[src/rtl/stopwatch_pkg.sv]
// ============================================================================
// Module      : stopwatch_pkg
// Description : State encoding, tick default and max-count digits for the
//               stopwatch controller.
// Revision    : 1.0 - initial release
// ============================================================================
`default_nettype none

package stopwatch_pkg;

  localparam int C_TICK_DIV_DEFAULT = 10_000_000;

  localparam logic [2:0] C_ST_IDLE       = 3'd0;
  localparam logic [2:0] C_ST_RUN_UP     = 3'd1;
  localparam logic [2:0] C_ST_PAUSE_UP   = 3'd2;
  localparam logic [2:0] C_ST_RUN_DOWN   = 3'd3;
  localparam logic [2:0] C_ST_PAUSE_DOWN = 3'd4;
  localparam logic [2:0] C_ST_DONE       = 3'd5;

  typedef enum logic [2:0] {
    ST_IDLE       = C_ST_IDLE,
    ST_RUN_UP     = C_ST_RUN_UP,
    ST_PAUSE_UP   = C_ST_PAUSE_UP,
    ST_RUN_DOWN   = C_ST_RUN_DOWN,
    ST_PAUSE_DOWN = C_ST_PAUSE_DOWN,
    ST_DONE       = C_ST_DONE
  } state_t;

  // Highest displayable count is 9:59.9
  localparam logic [3:0] C_MAX_MINUTE    = 4'd9;
  localparam logic [3:0] C_MAX_SEC_TENS  = 4'd5;
  localparam logic [3:0] C_MAX_SEC_UNITS = 4'd9;
  localparam logic [3:0] C_MAX_TENTH     = 4'd9;

  typedef struct packed {
    logic [3:0] minute;
    logic [3:0] sec_tens;
    logic [3:0] sec_units;
    logic [3:0] tenth;
  } digits_t;

  function automatic logic digits_at_max(input digits_t d);
    return (d.minute    == C_MAX_MINUTE)    &&
           (d.sec_tens  == C_MAX_SEC_TENS)  &&
           (d.sec_units == C_MAX_SEC_UNITS) &&
           (d.tenth     == C_MAX_TENTH);
  endfunction

  function automatic logic digits_are_zero(input digits_t d);
    return (d == '0);
  endfunction

endpackage

`default_nettype wire

[src/rtl/stopwatch_if.sv]
// ============================================================================
// Module      : stopwatch_if
// Description : Command, digit and control signals between the stopwatch
//               controller and its datapath/button front end.
// Revision    : 1.0 - initial release
// ============================================================================
`default_nettype none

interface stopwatch_if;

  logic       start_stop;
  logic       clear;
  logic       load;
  logic       mode_down;
  logic [3:0] minute;
  logic [3:0] sec_tens;
  logic [3:0] sec_units;
  logic [3:0] tenth;

  logic       count_up_enable;
  logic       count_down_enable;
  logic       tick;
  logic       load_preset;
  logic       clear_count;
  logic [2:0] state;

  modport master (
    output start_stop, clear, load, mode_down,
    output minute, sec_tens, sec_units, tenth,
    input  count_up_enable, count_down_enable, tick,
    input  load_preset, clear_count, state
  );

  modport slave (
    input  start_stop, clear, load, mode_down,
    input  minute, sec_tens, sec_units, tenth,
    output count_up_enable, count_down_enable, tick,
    output load_preset, clear_count, state
  );

endinterface

`default_nettype wire

[src/rtl/tenth_tick_gen.sv]
// ============================================================================
// Module      : tenth_tick_gen
// Description : Divides the system clock down to one tick per TICK_DIV cycles
//               while run is high; restarts from zero on every run entry.
// Revision    : 1.0 - initial release
// ============================================================================
`default_nettype none

module tenth_tick_gen
  import stopwatch_pkg::*;
#(
  parameter int TICK_DIV = C_TICK_DIV_DEFAULT
) (
  input  logic clock,
  input  logic reset_n,
  input  logic run,
  output logic tick
);

  localparam int                 C_CNT_W    = (TICK_DIV > 1) ? $clog2(TICK_DIV) : 1;
  localparam logic [C_CNT_W-1:0] C_CNT_LAST = C_CNT_W'(TICK_DIV - 1);

  logic [C_CNT_W-1:0] r_cnt;
  logic               r_running;
  logic               r_tick;

  // run is the controller's next-cycle enable, so the tick register lines up
  // with the registered enables and never fires on the cycle they drop.
  always_ff @(posedge clock or negedge reset_n) begin
    if (!reset_n) begin
      r_cnt     <= '0;
      r_running <= 1'b0;
      r_tick    <= 1'b0;
    end else begin
      r_running <= run;
      if (!run || !r_running) begin
        r_cnt  <= '0;
        r_tick <= 1'b0;
      end else if (r_cnt == C_CNT_LAST) begin
        r_cnt  <= '0;
        r_tick <= 1'b1;
      end else begin
        r_cnt  <= r_cnt + C_CNT_W'(1);
        r_tick <= 1'b0;
      end
    end
  end

  assign tick = r_tick;

endmodule

`default_nettype wire

[src/rtl/stopwatch_ctrl.sv]
// ============================================================================
// Module      : stopwatch_ctrl
// Description : Run/pause/done control FSM for a BCD stopwatch with up and
//               down counting, preset load and clear.
// Revision    : 1.0 - initial release
// ============================================================================
`default_nettype none

module stopwatch_ctrl
  import stopwatch_pkg::*;
#(
  parameter int TICK_DIV = C_TICK_DIV_DEFAULT
) (
  input  logic       clock,
  input  logic       reset_n,
  stopwatch_if.slave sw
);

  state_t  r_state;
  state_t  w_next_state;
  logic    r_count_up_enable;
  logic    r_count_down_enable;
  logic    r_load_preset;
  logic    r_clear_count;
  logic    w_tick;
  logic    w_load_ok;
  logic    w_run_next;
  digits_t w_digits;

  assign w_digits  = {sw.minute, sw.sec_tens, sw.sec_units, sw.tenth};
  assign w_load_ok = (r_state == ST_IDLE)       || (r_state == ST_PAUSE_UP) ||
                     (r_state == ST_PAUSE_DOWN) || (r_state == ST_DONE);

  // clear > accepted load > start_stop; a load ignored in RUN lets start_stop act
  always_comb begin
    w_next_state = r_state;
    if (sw.clear) begin
      w_next_state = ST_IDLE;
    end else if (sw.load && w_load_ok) begin
      w_next_state = ST_IDLE;
    end else begin
      case (r_state)
        ST_IDLE: begin
          if (sw.start_stop) begin
            if (!sw.mode_down)
              w_next_state = ST_RUN_UP;
            else if (!digits_are_zero(w_digits))
              w_next_state = ST_RUN_DOWN;
          end
        end
        ST_RUN_UP: begin
          if (w_tick && digits_at_max(w_digits))
            w_next_state = ST_DONE;
          else if (sw.start_stop)
            w_next_state = ST_PAUSE_UP;
        end
        ST_PAUSE_UP: begin
          if (sw.start_stop)
            w_next_state = ST_RUN_UP;
        end
        ST_RUN_DOWN: begin
          if (digits_are_zero(w_digits))
            w_next_state = ST_IDLE;
          else if (sw.start_stop)
            w_next_state = ST_PAUSE_DOWN;
        end
        ST_PAUSE_DOWN: begin
          if (sw.start_stop)
            w_next_state = ST_RUN_DOWN;
        end
        ST_DONE: begin
          w_next_state = ST_DONE;
        end
        default: begin
          w_next_state = ST_IDLE;
        end
      endcase
    end
  end

  assign w_run_next = (w_next_state == ST_RUN_UP) || (w_next_state == ST_RUN_DOWN);

  always_ff @(posedge clock or negedge reset_n) begin
    if (!reset_n) begin
      r_state             <= ST_IDLE;
      r_count_up_enable   <= 1'b0;
      r_count_down_enable <= 1'b0;
      r_load_preset       <= 1'b0;
      r_clear_count       <= 1'b0;
    end else begin
      r_state             <= w_next_state;
      r_count_up_enable   <= (w_next_state == ST_RUN_UP);
      r_count_down_enable <= (w_next_state == ST_RUN_DOWN);
      r_load_preset       <= !sw.clear && sw.load && w_load_ok;
      r_clear_count       <= sw.clear;
    end
  end

  tenth_tick_gen #(
    .TICK_DIV (TICK_DIV)
  ) u_tick_gen (
    .clock   (clock),
    .reset_n (reset_n),
    .run     (w_run_next),
    .tick    (w_tick)
  );

  assign sw.count_up_enable   = r_count_up_enable;
  assign sw.count_down_enable = r_count_down_enable;
  assign sw.tick              = w_tick;
  assign sw.load_preset       = r_load_preset;
  assign sw.clear_count       = r_clear_count;
  assign sw.state             = r_state;

endmodule

`default_nettype wire

[src/flat_wrapper.sv]
// flat-port wrapper written by rule: the top's interface ports become plain ports
module stopwatch_ctrl_flat import stopwatch_pkg::*;
#(
  parameter int TICK_DIV = C_TICK_DIV_DEFAULT
)
  (clock, reset_n, sw_start_stop, sw_clear, sw_load, sw_mode_down, sw_minute, sw_sec_tens, sw_sec_units, sw_tenth, sw_count_up_enable, sw_count_down_enable, sw_tick, sw_load_preset, sw_clear_count, sw_state);
  stopwatch_if sw_i ();
  input  logic clock;
  input  logic reset_n;
  input wire logic [$bits(sw_i.start_stop)-1:0] sw_start_stop;
  input wire logic [$bits(sw_i.clear)-1:0] sw_clear;
  input wire logic [$bits(sw_i.load)-1:0] sw_load;
  input wire logic [$bits(sw_i.mode_down)-1:0] sw_mode_down;
  input wire logic [$bits(sw_i.minute)-1:0] sw_minute;
  input wire logic [$bits(sw_i.sec_tens)-1:0] sw_sec_tens;
  input wire logic [$bits(sw_i.sec_units)-1:0] sw_sec_units;
  input wire logic [$bits(sw_i.tenth)-1:0] sw_tenth;
  output wire logic [$bits(sw_i.count_up_enable)-1:0] sw_count_up_enable;
  output wire logic [$bits(sw_i.count_down_enable)-1:0] sw_count_down_enable;
  output wire logic [$bits(sw_i.tick)-1:0] sw_tick;
  output wire logic [$bits(sw_i.load_preset)-1:0] sw_load_preset;
  output wire logic [$bits(sw_i.clear_count)-1:0] sw_clear_count;
  output wire logic [$bits(sw_i.state)-1:0] sw_state;
  assign sw_i.start_stop = sw_start_stop;
  assign sw_i.clear = sw_clear;
  assign sw_i.load = sw_load;
  assign sw_i.mode_down = sw_mode_down;
  assign sw_i.minute = sw_minute;
  assign sw_i.sec_tens = sw_sec_tens;
  assign sw_i.sec_units = sw_sec_units;
  assign sw_i.tenth = sw_tenth;
  assign sw_count_up_enable = sw_i.count_up_enable;
  assign sw_count_down_enable = sw_i.count_down_enable;
  assign sw_tick = sw_i.tick;
  assign sw_load_preset = sw_i.load_preset;
  assign sw_clear_count = sw_i.clear_count;
  assign sw_state = sw_i.state;
  stopwatch_ctrl #(.TICK_DIV(TICK_DIV)) u_core (.clock(clock), .reset_n(reset_n), .sw(sw_i));
endmodule
[config.mk]
export PLATFORM = sky130hd
export DESIGN_NAME = stopwatch_ctrl_flat
export DESIGN_NICKNAME = d
export VERILOG_FILES = /design/src/rtl/stopwatch_pkg.sv /design/src/rtl/stopwatch_if.sv /design/src/rtl/tenth_tick_gen.sv /design/src/rtl/stopwatch_ctrl.sv /design/src/flat_wrapper.sv
export SDC_FILE = /design/constraint.sdc
export NUM_CORES = 1
export LEC_CHECK = 0
export BUFFER_PORTS_ARGS = -buffer_cell sky130_fd_sc_hd__buf_2
export CELL_PAD_IN_SITES_DETAIL_PLACEMENT = 2
export CELL_PAD_IN_SITES_GLOBAL_PLACEMENT = 2
export CORE_ASPECT_RATIO = 1.25
export CORE_MARGIN = 10
export CORE_UTILIZATION = 33
export DETAILED_ROUTE_END_ITERATION = 10
export PLACE_DENSITY_LB_ADDON = 0.2
export SLEW_MARGIN = 40
export SYNTH_ARGS = -nofsm -noshare
export SYNTH_HDL_FRONTEND = slang
export SYNTH_SLANG_ARGS = --single-unit
[constraint.sdc]
create_clock -name clock -period 2 [get_ports clock]
set_input_delay 0.4 -clock clock [delete_from_list [all_inputs] [get_ports clock]]
set_output_delay 0.4 -clock clock [all_outputs]
set_load 0.05 [all_outputs]
==> results.yml <==
finish:
  seq_area_um2: 829.5
  fillCellCount: 606
  layout_commonest_cell: "dfrtp_1"
  final_cells: 307
  layout_common_cells: "30 x dfrtp_1, 25 x buf_2, 19 x xnor2_1, 19 x buf_4"
  multi_input_area_um2: 1156
  syn2layout_area_growth_pct: 27.26
  drive_above_1_share_pct: 39.83
  finalNetCount: 263
  diodes: 0
sta:
  final_hold_viol_count: 0
  slew_headroom_pct: 70.72
  rsz0062_at_grt: "yes"
  setup_viol: 25
  fmax_mhz: 493.6
  fin_crit_ns: 2.026
  layout_setup_ws_ns: -0.02599
  tightest_slew_ns: 0.4392
  finalSetupTns_ns: -0.2997
  report.final.slew_viol_count: 0
  fin_crit_sh_pct: 101.3
  skew_ns: 0.009834
outcome:
  violations: "setup timing"
  status: "finished with violations"
global_route:
  overflow: 0
  grt_pass1_wl_um: 10510
  grt_usage_pct: 14.16
  grt_max_degree: 34
  antenna_found_initial: 0
  first_global_vias: 2018
routing:
  drtAntennaViolNets: 0
  drc: 0
  wl_per_cell_um: 20.77
  routed_wl_um: 6376
  initialDrtViolationCount: 85
  dr.pass1.iters: 4
  dr_total_vias: 1750
  viasPerCell: 5.700
synth:
  ys_seq_elements: 33
  synthCells: 192
  synthArstFlopShare_pct: 100.0
  ys_warn_count: 0
  synth_edf_count: 0
  synth_nets: 215
  synth.cell_area_um2: 1997
  ys_types: 40
  syn_avg_cell_area_um2: 10.40
  yosysSeqAreaShare_pct: 41.35
  ys.flop_type: "dfrtp_1"
setup_path:
  critPathKind: "in2reg"
  worstPathRequired_ns: 2.17
  path_buf_inv: 3
  setup.worst_path.end_class: "register"
  cp_top_family: "simple AND/OR/NAND/NOR gates"
  startpoint: "sw_minute[3]"
  slowest_stage: "or4_4"
  arrival_ns: 2.19
  crit_chain: "buf_6 -> or4_4 -> nor4_4 -> buf_4 -> a2111o_1 -> o211a_4 -> buf_12 -> nor4b_1"
  max_stage_delay_ns: 0.54
  cp_max_fo: 14
  crit_path_start_kind: "primary input"
  r2r_slack_ns: 0.01
  r2r-start: "u_core.u_tick_gen.r_cnt[16]$_DFF_PN0_"
power_and_ir_drop:
  power_density_nw_per_um2: 574.2
  peakVddDrop_mv: 0.3082
  p_leak_nw: 0.9761
place:
  gp_congestion: 0.8481
  dp_hpwl_um: 4590
  dpl.cell_count: 296
  port_buffers: 29
cts:
  clkTransAtPathRegs_ns: 0.08
  cts_tree: "done"
  cts_hold_buf: 0
  cts_root_buf: "clkbuf_8"
  clk_latency_ns: 0.30
  clock-sinks: 33
  clock_path_buffers: 2
  cts_made_buffers: 5
  h-tree-depth: 2
die:
  io_pins: 30
  dieArea_um2: 9582
  fp.coreArea_um2: 5818
  die_height_um: 107.0
  start_util_pct: 34.32
  dieWidth_um: 89.58
  row_count: 31
job:
  maxCapViolations: 0
min_path:
  hp-class: "in2async"
## cells by family (layout without fill, tap and decap cells)
family	after synthesis	after routing	synth area share [%]
and+or+nand+nor	107	107	38.72
DFF	33	33	41.35
xor gates and xnor gates	22	22	9.649
buffers and inverters	16	65	4.511
AOI/OAI and AO/OA	13	13	5.138
adders and majority gates	1	1	0.6265
## Yosys cell counts (all sizes together) (2+ instances only)
| cell type | instances | area [µm²] |
|---|---|---|
| a31oi | 3 | 18.77 |
| xor2 | 3 | 26.28 |
| and2 | 3 | 18.77 |
| nor2 | 11 | 41.29 |
| buf | 5 | 48.79 |
| nand2b | 2 | 12.51 |
| dfrtp | 33 | 825.8 |
| nand4 | 4 | 25.02 |
| or4 | 4 | 37.53 |
| or2 | 2 | 12.51 |
| nor3 | 13 | 65.06 |
| nand3 | 10 | 50.05 |
| nor4 | 12 | 121.4 |
| inv | 7 | 26.28 |
| nor4b | 19 | 235.2 |
| a21oi | 2 | 10.01 |
| xnor2 | 19 | 166.4 |
| clkbuf | 4 | 15.01 |
| nand2 | 14 | 60.06 |
| nor2b | 4 | 25.02 |
| a2111o | 2 | 22.52 |
| and3 | 4 | 25.02 |
## registers in the layout, summed over array words and instances, names as in the netlist
| name | count |
|---|---|
| u_core.sw.load_preset | 1 |
| u_core.sw.count_down_enable | 1 |
| u_core.sw.clear_count | 1 |
| u_core.u_tick_gen.r_running | 1 |
| u_core.sw.state | 3 |
| u_core.u_tick_gen.r_cnt | 24 |
| u_core.sw.count_up_enable | 1 |
| u_core.u_tick_gen.tick | 1 |
## cell type report
class,instances,share of cell area [%]
inverter,7,1.034
multi-input combinational,143,45.49
clock buffer,5,2.708
sequential,33,32.64
timing repair buffer,50,14.18
tap,66,3.250
clock inverter,3,0.6893
## layer usage
layer / GRT usage [%] / part of all wire [%] / up-vias / wire length [µm]
met4: 5.353 / 1.9 / 0 / 120
met3: 3.409 / 5.3 / 7 / 337
met2: 26.66 / 55 / 37 / 3508
met5: 0 / 0 / - / 0
met1: 14.32 / 38 / 902 / 2409
li1: - / - / 804 / -
## report_power, final
part           leakage (nW)  internal [mW]  switching (mW)
registers             0.450          0.680          0.0102
logic                 0.482          0.101           0.154
clock network        0.0439          0.240           0.274
## final timing paths
check,endpoint,cells past startpoint
max,u_core.u_tick_gen.r_cnt[10]$_DFF_PN0_,8
min,u_core.u_tick_gen.r_cnt[0]$_DFF_PN0_,1
max reg2reg,u_core.u_tick_gen.r_cnt[12]$_DFF_PN0_,5
min reg2reg,u_core.u_tick_gen.r_cnt[0]$_DFF_PN0_,1
max in group asynchronous,u_core.sw.state[2]$_DFF_PN0_,1
min in group clock,u_core.sw.clear_count$_DFF_PN0_,1
## per-stage QoR
stage | worst slack (ns) | hold WS, ns | instance area (µm²) | utilization, % | power [mW]
final | -0.02599 | 0.03114 | 2541 | 43.68 | 1.459
after global routing | -0.07502 | 0.07776 | 2541 | 43.68 | 1.519
after CTS | -0.03889 | 0.2003 | 2472 | 42.49 | 1.461
after detailed placement | -0.5786 | 0.4961 | 2321 | 39.89 | 0.9273
after global placement | -0.3526 | 0.4818 | 2321 | 39.89 | 0.9172
after floorplan | -0.06184 | 0.1044 | 2026 | - | 0.8400
## timing repair
item	CTS	global route
gates cloned	1	0
setup endpoints to repair	28	28
setup buffers	1	1
gates resized for setup	7	10
pin swaps	4	0
(Power assumes the default switching activity.)
